--- config.mk ---
export PLATFORM = sky130hd
export DESIGN_NAME = cu_sequencer_flat
export DESIGN_NICKNAME = d
export VERILOG_FILES = /design/src/rtl/cu_sequencer_if.sv /design/src/rtl/cu_sequencer.sv /design/src/flat_wrapper.sv
export SDC_FILE = /design/constraint.sdc
export NUM_CORES = 1
export LEC_CHECK = 0
export CAP_MARGIN = 20
export CELL_PAD_IN_SITES_DETAIL_PLACEMENT = 1
export CELL_PAD_IN_SITES_GLOBAL_PLACEMENT = 1
export CORE_MARGIN = 3
export CORE_UTILIZATION = 22
export CTS_CLUSTER_DIAMETER = 80
export CTS_CLUSTER_SIZE = 8
export DETAILED_ROUTE_END_ITERATION = 8
export PLACE_DENSITY_LB_ADDON = 0.1
export REMOVE_ABC_BUFFERS = 1
export SETUP_SLACK_MARGIN = 0.3
export SLEW_MARGIN = 20
export SYNTH_ARGS = -nofsm -noshare
export SYNTH_HDL_FRONTEND = slang
export SYNTH_SLANG_ARGS = --single-unit
--- constraint.sdc ---
create_clock -name clock -period 2.3 [get_ports clock]
set_clock_uncertainty 0.05 [all_clocks]
set_input_delay 0.23 -clock clock [delete_from_list [all_inputs] [get_ports clock]]
set_output_delay 0.23 -clock clock [all_outputs]
set_load 0.05 [all_outputs]
--- src/rtl/cu_sequencer_if.sv ---
// Bus between instruction memory/decoder mux and the control-unit sequencer.
// The slave modport is the sequencer's view; the master modport is the
// environment (instruction memory, decoder mux, datapath).
interface cu_sequencer_if #(
    parameter int COUNT_W = 32
);
    logic [31:0]        I_mem;
    logic [32:0]        cw_dec;
    logic [63:0]        k_dec;
    logic               stall;
    logic               halt_req;
    logic               resume;
    logic [31:0]        ir;
    logic [1:0]         state;
    logic [32:0]        cw;
    logic [63:0]        K;
    logic               retire;
    logic               halted;
    logic               fault;
    logic [COUNT_W-1:0] instr_count;

    modport slave (
        input  I_mem, cw_dec, k_dec, stall, halt_req, resume,
        output ir, state, cw, K, retire, halted, fault, instr_count
    );

    modport master (
        output I_mem, cw_dec, k_dec, stall, halt_req, resume,
        input  ir, state, cw, K, retire, halted, fault, instr_count
    );
endinterface

--- src/rtl/cu_sequencer.sv ---
// Control-unit sequencer: owns the decoder micro-state, latches the
// instruction word for multi-cycle ops, gates the control word, and handles
// stall, halt/resume, a micro-state watchdog and retire accounting.
//
// mode        | meaning
// ------------+-----------------------------------------------------------
// MODE_RUN    | sequencing; advances on every unstalled cycle
// MODE_HALTED | parked at an instruction boundary, state 00, waits resume
// MODE_FAULT  | watchdog tripped; absorbing until reset, outputs gated
module cu_sequencer #(
    parameter int COUNT_W = 32,
    parameter int MAX_CYC = 4
) (
    input logic          clock,
    input logic          reset,
    cu_sequencer_if.slave bus
);
    localparam int WD_W = $clog2(MAX_CYC + 1);

    typedef enum logic [1:0] {
        MODE_RUN    = 2'd0,
        MODE_HALTED = 2'd1,
        MODE_FAULT  = 2'd2
    } mode_t;

    mode_t              mode_q;
    logic [1:0]         state_q;
    logic [31:0]        ir_q;
    logic [WD_W-1:0]    wd_q;
    logic               retire_q;
    logic               halted_q;
    logic               fault_q;
    logic [COUNT_W-1:0] count_q;
    logic               advance;
    logic [32:0]        cw_gated;

    assign advance = (mode_q == MODE_RUN) && !bus.stall;

    // Sequencer FSM: micro-state, instruction latch, watchdog and retire count.
    always_ff @(posedge clock or negedge reset) begin
        if (!reset) begin
            mode_q   <= MODE_RUN;
            state_q  <= 2'b00;
            ir_q     <= '0;
            wd_q     <= '0;
            retire_q <= 1'b0;
            halted_q <= 1'b0;
            fault_q  <= 1'b0;
            count_q  <= '0;
        end else begin
            retire_q <= 1'b0;
            unique case (mode_q)
                MODE_RUN: begin
                    if (!bus.stall) begin
                        if (state_q == 2'b00) begin
                            ir_q <= bus.I_mem;
                        end
                        if (bus.cw_dec[1:0] == 2'b00) begin
                            state_q  <= 2'b00;
                            wd_q     <= '0;
                            retire_q <= 1'b1;
                            count_q  <= count_q + COUNT_W'(1);
                            if (bus.halt_req) begin
                                mode_q   <= MODE_HALTED;
                                halted_q <= 1'b1;
                            end
                        end else if (wd_q + WD_W'(1) == WD_W'(MAX_CYC)) begin
                            // A runaway micro-sequence parks in FAULT at state 00.
                            mode_q  <= MODE_FAULT;
                            fault_q <= 1'b1;
                            state_q <= 2'b00;
                        end else begin
                            wd_q    <= wd_q + WD_W'(1);
                            state_q <= bus.cw_dec[1:0];
                        end
                    end
                end
                MODE_HALTED: begin
                    if (bus.resume) begin
                        mode_q   <= MODE_RUN;
                        halted_q <= 1'b0;
                    end
                end
                MODE_FAULT: begin
                end
                default: begin
                    mode_q  <= MODE_FAULT;
                    fault_q <= 1'b1;
                    state_q <= 2'b00;
                end
            endcase
        end
    end

    // Suppress architectural side effects (writes, PC change) whenever not advancing.
    always_comb begin
        cw_gated = bus.cw_dec;
        if (advance) begin
            cw_gated[32] = 1'b0;
        end else begin
            cw_gated[8]   = 1'b0;
            cw_gated[6]   = 1'b0;
            cw_gated[5:4] = 2'b00;
            cw_gated[2]   = 1'b0;
        end
    end

    assign bus.ir          = (state_q == 2'b00) ? bus.I_mem : ir_q;
    assign bus.state       = state_q;
    assign bus.cw          = cw_gated;
    assign bus.K           = bus.k_dec;
    assign bus.retire      = retire_q;
    assign bus.halted      = halted_q;
    assign bus.fault       = fault_q;
    assign bus.instr_count = count_q;
endmodule

--- src/flat_wrapper.sv ---
// flat-port wrapper written by rule: the top's interface ports become plain ports
module cu_sequencer_flat 
#(
    parameter int COUNT_W = 32,
    parameter int MAX_CYC = 4
)
  (clock, reset, bus_I_mem, bus_cw_dec, bus_k_dec, bus_stall, bus_halt_req, bus_resume, bus_ir, bus_state, bus_cw, bus_K, bus_retire, bus_halted, bus_fault, bus_instr_count);
  cu_sequencer_if #(.COUNT_W(COUNT_W)) bus_i ();
  input logic clock;
  input logic reset;
  input wire logic [$bits(bus_i.I_mem)-1:0] bus_I_mem;
  input wire logic [$bits(bus_i.cw_dec)-1:0] bus_cw_dec;
  input wire logic [$bits(bus_i.k_dec)-1:0] bus_k_dec;
  input wire logic [$bits(bus_i.stall)-1:0] bus_stall;
  input wire logic [$bits(bus_i.halt_req)-1:0] bus_halt_req;
  input wire logic [$bits(bus_i.resume)-1:0] bus_resume;
  output wire logic [$bits(bus_i.ir)-1:0] bus_ir;
  output wire logic [$bits(bus_i.state)-1:0] bus_state;
  output wire logic [$bits(bus_i.cw)-1:0] bus_cw;
  output wire logic [$bits(bus_i.K)-1:0] bus_K;
  output wire logic [$bits(bus_i.retire)-1:0] bus_retire;
  output wire logic [$bits(bus_i.halted)-1:0] bus_halted;
  output wire logic [$bits(bus_i.fault)-1:0] bus_fault;
  output wire logic [$bits(bus_i.instr_count)-1:0] bus_instr_count;
  assign bus_i.I_mem = bus_I_mem;
  assign bus_i.cw_dec = bus_cw_dec;
  assign bus_i.k_dec = bus_k_dec;
  assign bus_i.stall = bus_stall;
  assign bus_i.halt_req = bus_halt_req;
  assign bus_i.resume = bus_resume;
  assign bus_ir = bus_i.ir;
  assign bus_state = bus_i.state;
  assign bus_cw = bus_i.cw;
  assign bus_K = bus_i.K;
  assign bus_retire = bus_i.retire;
  assign bus_halted = bus_i.halted;
  assign bus_fault = bus_i.fault;
  assign bus_instr_count = bus_i.instr_count;
  cu_sequencer #(.COUNT_W(COUNT_W), .MAX_CYC(MAX_CYC)) u_core (.clock(clock), .reset(reset), .bus(bus_i));
endmodule
**Word-level counts from Yosys, hierarchy flattened**

Index checks and enable logic that the tools add are counted.

- Reduce and logical (&&, ||, !) cells: 14
- Muxes and demuxes: 29
- Bitwise operators: 3
- $add $sub $neg: 2
- Eq/ne operators: 12

Operators by type and width:

| kind | count |
|---|---|
| $add 32x1->32 const B | 1 |
| $mux 32 | 1 |
| $mux 2 | 8 |
| $mux 1 | 13 |
| $ne 2x2->1 const B | 6 |
| $reduce_and 5->1 | 2 |
| $mux 3 | 3 |
| $logic_not 2->1 | 3 |
| $ne 3x3->1 const B | 2 |
| $pmux 2 s3 | 1 |
| $reduce_and 3->1 | 2 |
| $pmux 1 s2 | 2 |
| $pmux 2 s2 | 1 |
| $reduce_and 2->1 | 2 |
| $reduce_and 4->1 | 1 |
| $add 3x1->3 const B | 1 |
| $eq 3x3->1 const B | 1 |
| $not 1->1 | 3 |
| $eq 2x1->1 const B | 1 |
| $eq 2x2->1 const B | 1 |
| $ne 2x1->1 const B | 1 |
| $reduce_bool 2->1 | 1 |
| $reduce_or 2->1 | 1 |
| $logic_and 1x1->1 | 1 |
| $logic_not 1->1 | 1 |

- Output and inout bits: 166
- Input port bits: 134
- Bits in registers: 74
- Logic and storage cells: 68

**Longest topological paths before layout**

- Depth after elaboration: 6
- Depth in mapped cells: 8
- Gate-level depth less buffers: 7

**Worst setup path before layout**

Ideal clock, no wire load.

- Path type: flip-flop to flip-flop
- Start point: reg u_core.mode_q[0]
- End point: reg u_core.count_q[30], in the netlist u_core.bus.instr_count[30]
- Arrival time: 1.995 ns
- Slack: 0.113 ns
- Buffers on the path: 0
- Required time: 2.109 ns
- Clock period less this slack: 2.187 ns
- Cell stages (with the launch flop): 8
- Library setup time: 0.141 ns
- Cells stage by stage: dfrtp_1 inv_1 ha_1 nor4b_4 nand4_2 nor4_1 nand3_1 xnor2_1

- Longest elaborated chain between the ends: 2

RTL lines:

| item | line | text |
|---|---|---|
| start, declared | cu_sequencer.sv:26 | `mode_t mode_q;` |
| start signal, assigned | cu_sequencer.sv:42 | `mode_q <= MODE_RUN;` |
| start signal, assigned | cu_sequencer.sv:64 | `mode_q <= MODE_HALTED;` |
| start signal, assigned | cu_sequencer.sv:69 | `mode_q <= MODE_FAULT;` |
| $logic_not 2->1 | cu_sequencer.sv:52 | `unique case (mode_q)` |
| $reduce_and 3->1 (no line) | -- |  |
| end signal, assigned | cu_sequencer.sv:62 | `count_q <= count_q + COUNT_W'(1);` |
| end, declared | cu_sequencer.sv:33 | `logic [COUNT_W-1:0] count_q;` |

No other way between the ends.
A chain may end at the register's enable or synchronous reset.

**Final worst setup path**

- Start point: reg u_core.mode_q[1]
- End point: reg u_core.count_q[16], in the netlist u_core.bus.instr_count[16]

Same word-level chain as after synthesis.

==> flow_summary_export.csv <==
group,metric,value,unit
layout,syn_to_final_growth,46.08,%
worst_setup_path,end_kind,"register",
grt,antenna_found_initial,0,
timing,drv_slew,0,
die,initial_utilization,0.2266,
die,die_y,145.7,um
synthesis,synth.cell_area,4295,sq um
routing,drt-pass1-iter-count,6,
placement,port_buffers,121,
routing,first_iter_violations,130,
hold_path,worstHoldPathType,"in2async",
clock_tree,tritoncts,"yes",
routing,ant_nets,0,
placement,dp_hpwl,18980,um
clock_tree,clkSinkCount,74,
synthesis,synth-seq-cells,74,
run_status,status,"finished clean",
routing,wl_per_cell,30.02,um
layout,finish.utilization,0.3310,
worst_setup_path,arrival,2.27,ns
worst_setup_path,critical_path_class,"reg2reg",
layout,antenna-diode-count,0,
synthesis,ys_seq_area_frac,0.4311,
worst_setup_path,crit_fanout,5,
die,fp-row-count,50,
die,die_w,145.7,um
clock_tree,cts_buffer_depth,2,
timing,worstMarginPinSlew,0.5468,ns
pwr,total_power,7.887,mW
timing,hold_viol_final,0,
timing,fin_crit_sh,0.8904,
clock_tree,cts_root_buf,"clkbuf_16",
routing,finalWirelength,23590,um
grt,grt.total_usage,0.2190,
layout,drive_gt1_frac,0.3061,
timing,slew-limit-headroom,0.6343,
synthesis,synth_cells,449,
clock_tree,clock_latency,0.35,ns
timing,fin_crit,2.048,ns
clock_tree,htree_levels,3,
timing,final.setup.tns,0,ns
synthesis,ys_types,38,
clock_tree,numCtsBuffers,9,
worst_setup_path,crit_path_start_kind,"register",
grt,grt_pass1_wl,31990,um
grt,grt_max_degree,45,
layout,nets,661,
pwr,ir_drop,0.4211,mV
synthesis,postSynthAreaPerCell,9.567,sq um
job,cap_violations,0,
placement,gp_congestion,0.7881,
placement,placed_cell_area,5223,sq um
timing,rsz0062_at_grt,"true",
routing,avgViaCountPerCell,4.387,
timing,max_freq,488.3,MHz
grt,grt_pass1_vias,3510,
synthesis,ys_warn_count,0,
die,boundaryPins,300,
pwr,powerDensity,1257,nW/um^2
timing,setup_viol,0,
die,dieArea,21240,sq um
routing,drc,0,
clock_tree,clk_pin_slew_worst_paths,0.06,ns
timing,holdWs,0.3349,ns
die,core-area,18960,sq um
worst_setup_path,worstPathRequired,2.52,ns
routing,vias,3448,
layout,fin_area,6275,sq um
grt,grt-ovfl-total,0,
pwr,power.leakage,2.986,nW
-- stage by stage --
stage / std cells / worst slack, ns
3_3_place_gp: 741 / 0.05884
3_5_place_dp: 741 / 0.02023
4_1_cts: 774 / 0.2387
6_report: 786 / 0.2521
5_1_grt: 786 / 0.1505
2_1_floorplan: 345 / -0.5980
-- power by group --
part,internal [mW],total (mW),switching (mW)
Clock,1.04,1.63,0.589
Combinational,2.00,4.39,2.39
Sequential,1.64,1.87,0.228
Total,4.68,7.89,3.21
-- placed cells by master, fill, tap and decap left out, types with 6 or more instances in the layout --
master           Yosys  layout
mux2_4               0      32
xor2_1              12      12
clkbuf_16            0       9
nor2_1              11       8
nand3_1             10       8
buf_4               91      34
dfrtp_1             74      72
buf_6                1      17
o21ai_0              6       6
nand2_1            116     116
buf_8                0      20
buf_12               0      10
clkdlybuf4s50_1      0      79
nand4_1              7       7
xnor2_1             20      20
-- routing by layer --
layer | global-route usage | share of wire | vias to the layer above
li1 | - | - | 1516
met1 | 0.2023 | 0.32 | 1629
met2 | 0.3205 | 0.43 | 287
met3 | 0.2613 | 0.24 | 16
met4 | 0.03419 | 0.0090 | 0
met5 | 0 | 0 | -
-- final cells by class --
type                       instances  area (sq um)
timing repair buffer             165          1839
fill                            2103         12680
multi-input combinational        267          1902
clock inverter                     4         72.57
clock buffer                      12         266.5
sequential                        74          1854
inverter                           4         15.01
tap                              260         325.3
-- synth_stat cells (all sizes together) --
master	count	area share
a21o	1	0.0017
a21oi	4	0.0047
a221o	1	0.0023
a22o	3	0.0061
a32o	3	0.0070
and2	8	0.012
and2b	1	0.0017
and3	5	0.0073
and4bb	1	0.0029
buf	92	0.16
clkbuf	12	0.010
dfrtp	74	0.43
ha	6	0.017
inv	4	0.0035
mux2	33	0.087
nand2	117	0.10
nand2b	1	0.0015
nand3	10	0.012
nand3b	2	0.0035
nand4	8	0.013
nor2	13	0.013
nor2b	1	0.0015
nor3	4	0.0070
nor4	1	0.0015
nor4b	1	0.0055
o21a	1	0.0017
o21ai	6	0.0070
o22ai	1	0.0015
o2bb2ai	1	0.0020
or3b	1	0.0026
or4b	1	0.0032
xnor2	20	0.041
xor2	12	0.024
-- critical path, cell delays in order (launching register included) --
cell     delay (ns)
dfrtp_1        0.40
inv_2          0.09
ha_4           0.13
nor4b_4        0.20
buf_6          0.17
nand2_2        0.06
or4b_4         0.57
nor3_4         0.13
xor2_1         0.16
-- registers in the layout (all words and copies together) (netlist names) --
signal / cells
u_core.wd_q: 3
u_core.bus.instr_count: 32
u_core.bus.state: 2
u_core.ir_q: 32
u_core.mode_q: 2
u_core.bus.halted: 1
u_core.bus.fault: 1
u_core.bus.retire: 1
-- path summary, 6_finish.rpt --
path	from	endpoint	slack, ns	cells past startpoint
min reg2reg	u_core.bus.fault	u_core.bus.fault	0.42	1
min in group clock	bus_cw_dec[19]	bus_cw[19]	0.41	0
max reg2reg	u_core.mode_q[1]	u_core.bus.instr_count[16]	0.25	8
min	reset	u_core.ir_q[12]	0.33	2
max	u_core.mode_q[1]	u_core.bus.instr_count[16]	0.25	8
max in group asynchronous	reset	u_core.bus.instr_count[28]	1.22	3
-- what timing repair did --
| item | in CTS | in global routing |
|---|---|---|
| endpoints found under the setup margin | 54 | 57 |
| cloned | 3 | 0 |
| pin swaps | 5 | 7 |
| setup buffers | 13 | 12 |
| hold endpoints to repair | 30 | 0 |
| resized for setup | 84 | 33 |
| hold buffers | 1 | 0 |
-- cell families after synthesis --
logic type / after synthesis / synth area share
XOR/XNOR: 32 / 0.06525
adder cells (fa/ha/maj): 6 / 0.01748
multiplexers: 33 / 0.08651
buffers and inverters: 108 / 0.1756
AO/OA/AOI/OAI: 21 / 0.03409
AND/OR/NAND/NOR: 175 / 0.1899
flip-flops: 74 / 0.4311
(Power assumes the default switching activity.)
==> variant 1 (config.mk and constraints unchanged) <==
Reset style: synchronous (`reset`), changed in one clocked block.
--- a/src/rtl/cu_sequencer.sv
+++ b/src/rtl/cu_sequencer.sv
@@ -37,7 +37,7 @@
     assign advance = (mode_q == MODE_RUN) && !bus.stall;
 
     // Sequencer FSM: micro-state, instruction latch, watchdog and retire count.
-    always_ff @(posedge clock or negedge reset) begin
+    always_ff @(posedge clock) begin
         if (!reset) begin
             mode_q   <= MODE_RUN;
             state_q  <= 2'b00;
Check against the original RTL: differs if reset is asserted again (counterexample within 4 cycles, from zero or initial values and one cycle with reset low); with reset held inactive, the same outputs for 4 cycles.
==> variant 1 against the original RTL <==
- sequential share of layout area down 5.3 points
- synthesized cell count is 7.6% higher
- non-clock buffer count decreased by 2
- total power decreased by 32%
- final area decreased by 2.6%
- cell count grew 3.1%
- sequential power is 21% lower
- via count up 12%
- worst setup slack got worse by 230 ps
- routed wire length down 7.6%
- sequential cell count did not move
- synthesized area shrank 0.20%
- count of clock-buffer cells in the layout down 1
==> variant 1: results (changes against the original RTL) <==
global_routing:
  met2_usage_pct: 24.49  # -7.6 points
  grt_pass1_vias: 4078  # +16%
  track_usage_pct: 19.82  # -2.1 points
  grtUsageMet1_pct: 21.11  # +0.88 points
  grt_pass1_wl_um: 30530  # -4.6%
  grt_max_degree: 36  # -20%
  met3_usage_pct: 22.11  # -4.0 points
power:
  ir_worst_vdd_mv: 0.3723  # -12%
  p_leak_nw: 2.397  # -20%
outcome:
  outcome: "finished, final reports clean"
synthesis:
  synth_commonest_cells: "buf_4 (91), dfxtp_1 (74), nor2_1 (47), mux2i_1 (35), mux2_2 (32)"
  async_reset_ff_share_pct: 0  # -100 points
  syn-instance-count: 483  # +7.6%
  synth_cell_types: 48  # +26%
  synthFlopType: "dfxtp_1"
  ys_top_cells_by_area: "dfxtp_1 (35%), buf_4 (16%), mux2_2 (8.4%)"
place:
  hpwl_um: 16610  # -12%
  place_ws_ps: -428.5  # -448.7 ps
  placed_area_mm2: 0.005293  # +1.3%
  gp_congestion: 0.7941  # +0.76%
  place_inst: 780  # +5.3%
finish:
  final_cells: 810  # +3.1%
  clkCellAreaFrac_pct: 5.773  # +0.37 points
  utilization_pct: 32.35  # -0.75 points
  inverters: 9  # +5
  nNonClkBuffers: 163  # -1.2%
  fillers: 2189  # +4.1%
  bufAreaShareNonClock_pct: 27.02  # -2.3 points
  seq_area_mm2: 0.001485  # -20%
  layout-drive-gt1-share_pct: 31.82  # +1.2 points
  seq_cells: 74  # unchanged
  multi_input_area_mm2: 0.002263  # +19%
  fin_nets: 685  # +3.6%
worst_setup_path:
  r2r-start: "u_core.mode_q[1]"
  rr_worst_depth: 7  # -1
cts:
  clockRootBuffer: "clkbuf_16"
  clk_latency_ps: 330  # -20 ps
  post_cts_resized: 24  # -71%
route:
  dr.pass1.iters: 4  # -2
  post_drt_wl_per_cell_um: 26.90  # -10%
  drt_iter0_markers: 184  # +42%
timing:
  tightestPinTransition_ps: 584.0  # +37.17 ps
hold_path:
  min_path_type: "in -> out"
-- variant 1: changes by cell type in the layout (fill, tap and decap cells not counted), sizes merged, moves of 6 or more --
cell / before / now
or3: 0 / 11
or4: 0 / 7
dfrtp: 74 / 0
xor2: 12 / 6
mux2i: 0 / 35
nor2: 13 / 47
a21oi: 4 / 20
xnor2: 20 / 6
nand2: 117 / 24
o21ai: 6 / 14
dfxtp: 0 / 74
-- variant 1: worst min path at each step --
stage / from / end / slack [ps] / cells past startpoint
after detailed placement: u_core.bus.fault / u_core.bus.fault / 410 / 1
after global routing: bus_cw_dec[20] / bus_cw[20] / 410 / 0
after CTS: bus_cw_dec[20] / bus_cw[20] / 410 / 0
final: bus_cw_dec[14] / bus_cw[14] / 410 / 0
after floorplan: reset / u_core.bus.fault / 300 / 1
after global placement: u_core.bus.fault / u_core.bus.fault / 400 / 1
-- variant 1: power by group --
group          internal [W]  switching [W]
combinational      0.000947        0.00125
sequential          0.00141      0.0000685
clock               0.00112       0.000565
-- variant 1: layer usage --
| layer | vias to the layer above | part of all wire [%] |
|---|---|---|
| met1 | 1816 | 38 |
| li1 | 1721 | - |
| met5 | - | 2.0 |
| met4 | 10 | 1.3 |
| met3 | 26 | 22 |
| met2 | 290 | 36 |
-- variant 1: cells by family (layout without fill, tap and decap cells) --
kind of cell | after synthesis | in the layout | synth area share (%)
simple gates | 144 | 145 | 17.31
compound gates | 58 | 58 | 8.465
buf+inv | 122 | 188 | 18.89
xor+xnor | 12 | 12 | 2.452
mux | 67 | 67 | 16.58
fa+ha+maj | 6 | 6 | 1.751
flops | 74 | 74 | 34.56
-- variant 1: worst max-delay path: stages (launching register included) --
cell and delay, ps:
dfxtp_2 320, inv_2 70, ha_4 130, or4b_4 500, or4_4 500, clkbuf_16 200, o311ai_4 260, o41ai_1 110
==> variant 2 (same flow settings) <==
Without the edit above. `COUNT_W` is set to 32 in 3 places; all go to 16.
--- a/src/rtl/cu_sequencer_if.sv
+++ b/src/rtl/cu_sequencer_if.sv
@@ -2,7 +2,7 @@
 // The slave modport is the sequencer's view; the master modport is the
 // environment (instruction memory, decoder mux, datapath).
 interface cu_sequencer_if #(
-    parameter int COUNT_W = 32
+    parameter int COUNT_W = 16
 );
     logic [31:0]        I_mem;
     logic [32:0]        cw_dec;
--- a/src/rtl/cu_sequencer.sv
+++ b/src/rtl/cu_sequencer.sv
@@ -8,7 +8,7 @@
 // MODE_HALTED | parked at an instruction boundary, state 00, waits resume
 // MODE_FAULT  | watchdog tripped; absorbing until reset, outputs gated
 module cu_sequencer #(
-    parameter int COUNT_W = 32,
+    parameter int COUNT_W = 16,
     parameter int MAX_CYC = 4
 ) (
     input logic          clock,
--- a/src/flat_wrapper.sv
+++ b/src/flat_wrapper.sv
@@ -1,7 +1,7 @@
 // flat-port wrapper written by rule: the top's interface ports become plain ports
 module cu_sequencer_flat 
 #(
-    parameter int COUNT_W = 32,
+    parameter int COUNT_W = 16,
     parameter int MAX_CYC = 4
 )
   (clock, reset, bus_I_mem, bus_cw_dec, bus_k_dec, bus_stall, bus_halt_req, bus_resume, bus_ir, bus_state, bus_cw, bus_K, bus_retire, bus_halted, bus_fault, bus_instr_count);
Interface: changed (resized bus_instr_count); port bits go from 300 to 284. No check against the original RTL was run, so the function may have changed too.
==> variant 2 against the original RTL <==
- clock power is 23% lower
- routed wire length decreased by 19%
- sequential power decreased by 18%
- synthesized area shrank 17%
- maximum frequency up 2.8%
- worst setup slack gained 55 ps
- total power is 36% lower
- final area down 23%
- die area fell by 16%
- sequential cell count shrank 16
- largest power group unchanged
==> variant 2: results (changes against the original RTL) <==
outcome:
  outcome: "finished, final reports clean"
synthesis:
  synth_cell_types: 38  # unchanged
  syn-instance-count: 321  # -29%
  synthFlopType: "dfrtp_1"
  yosysWarnings: 0  # unchanged
  ys_seq_area_share_pct: 40.49  # -2.6 points
  synth_edf_count: 0  # unchanged
  ys_top_cells_by_area: "dfrtp_1 (40%), buf_4 (19%), mux2_1 (10%)"
  yosys.cell_count.top_type: "buf_4"
  async_reset_ff_share_pct: 100.0  # unchanged
  synth_commonest_cells: "buf_4 (92), dfrtp_1 (58), mux2_1 (33), mux2_2 (32), xnor2_1 (14)"
route:
  drt_iter0_markers: 81  # -38%
  maxUsedRoutingLayer: "met5"
  post_drt_wl_per_cell_um: 33.05  # +10%
  dr.pass1.iters: 4  # -2
  dr_wl_met2_um: 7581  # -25%
  dr_wl_met3_um: 5397  # -4.7%
  wl_met1_um: 5872  # -22%
  num_vias: 2542  # -26%
  routed_wl_um: 19010  # -19%
finish:
  layout-drive-gt1-share_pct: 32.03  # +1.4 points
  fin_nets: 495  # -25%
  largest_register_ff_count: 32
  n_antenna_cell: 0  # unchanged
  regMostFlops: "u_core.ir_q"
cts:
  numCtsBuffers: 9  # unchanged
  path_clk_slew_ps: 50
  clockRootBuffer: "clkbuf_16"
  cts_max_level: 3  # unchanged
  clockBufferDepth: 2  # unchanged
  clk_latency_ps: 330  # -20 ps
place:
  numPortBuffers: 105  # -13%
  gp_congestion: 0.7556  # -4.1%
  hpwl_um: 15640  # -18%
  place_ws_ps: 207.6  # +187.4 ps
  place_inst: 550  # -26%
power:
  p_leak_nw: 2.096  # -30%
  ir_worst_vdd_mv: 0.5701  # +35%
global_routing:
  antenna_found_initial: 0  # unchanged
  track_usage_pct: 21.16  # -0.74 points
  grt_pass1_vias: 2705  # -23%
  grt_max_degree: 33  # -27%
  grt_pass1_wl_um: 25060  # -22%
worst_setup_path:
  cp_max_fo: 8  # +3
  arrival_ps: 1710  # -560 ps
timing:
  slew_headroom_pct: 64.48  # +1.0 points
hold_path:
  min_path_type: "in -> async"
[variant 2: changes by cell type after synthesis, sizes merged, moves of 6 or more]
cell | unedited run | this run
clkbuf | 12 | 4
dfrtp | 74 | 58
xor2 | 12 | 2
nor2 | 13 | 7
mux2 | 33 | 65
nand2 | 117 | 11
xnor2 | 20 | 14
[variant 2: critical path, stage by stage (launching register included)]
cell,delay [ps]
dfrtp_2,440
nor2_4,180
buf_12,140
buf_16,140
mux2_4,320
buf_8,150
[variant 2: cells by family after synthesis]
group | Yosys count | share of synthesized area, %
flip-flops | 58 | 40.49
XOR/XNOR | 16 | 3.909
adder cells (fa/ha/maj) | 6 | 2.094
buffers and inverters | 106 | 21.08
AO/OA/AOI/OAI | 22 | 4.294
multiplexers | 65 | 20.42
AND/OR/NAND/NOR | 48 | 7.714
[variant 2: layer usage]
layer	GRT usage, %	vias to the layer above
met5	1.667	-
met4	3.143	2
met3	29.72	13
met2	28.22	246
met1	19.02	1208
li1	-	1073
[variant 2: through the flow]
stage / util, % / area [µm²] / total power, W
floorplan: - / 2848 / 0.002750
global placement: 26.71 / 4258 / 0.003409
detailed placement: 26.71 / 4258 / 0.003430
CTS: 29.64 / 4726 / 0.004965
global route: 30.47 / 4857 / 0.005277
finish: 30.47 / 4857 / 0.005029
[variant 2: final cells by class]
cell class	instances	area, µm²
clock inverter	3	15.01
inverter	5	18.77
tap	216	270.3
multi-input combinational	157	1471
sequential	58	1454
fill	1734	11090
timing repair buffer	124	1371
clock buffer	12	256.5
[variant 2: final timing paths]
kind	startpoint	to	slack [ps]	cells past startpoint
min	reset	u_core.ir_q[11]	290	2
max reg2reg	u_core.mode_q[0]	u_core.bus.instr_count[15]	500	6
max in group asynchronous	reset	u_core.bus.state[0]	1220	3
min reg2reg	u_core.ir_q[0]	u_core.ir_q[0]	430	1
max	u_core.bus.state[0]	bus_ir[5]	310	5
min in group clock	bus_cw_dec[24]	bus_cw[24]	410	0
[variant 2: timing repair]
item                                    4_1_cts  5_1_grt
hold buffers                                  1        0
pin swaps                                     1        1
endpoints found under the setup margin       82       36
setup buffers                                 6        1
cloned                                        2        0
resized for setup                            23       35
endpoints found under the hold margin        11        0
[variant 2: power breakdown]
| part | internal, W | switching [W] | leakage, nW | total [W] |
|---|---|---|---|---|
| sequential | 0.00136 | 0.000178 | 0.721 | 0.00153 |
| clock | 0.000776 | 0.000484 | 0.138 | 0.00126 |
| combinational | 0.00103 | 0.00121 | 1.24 | 0.00224 |
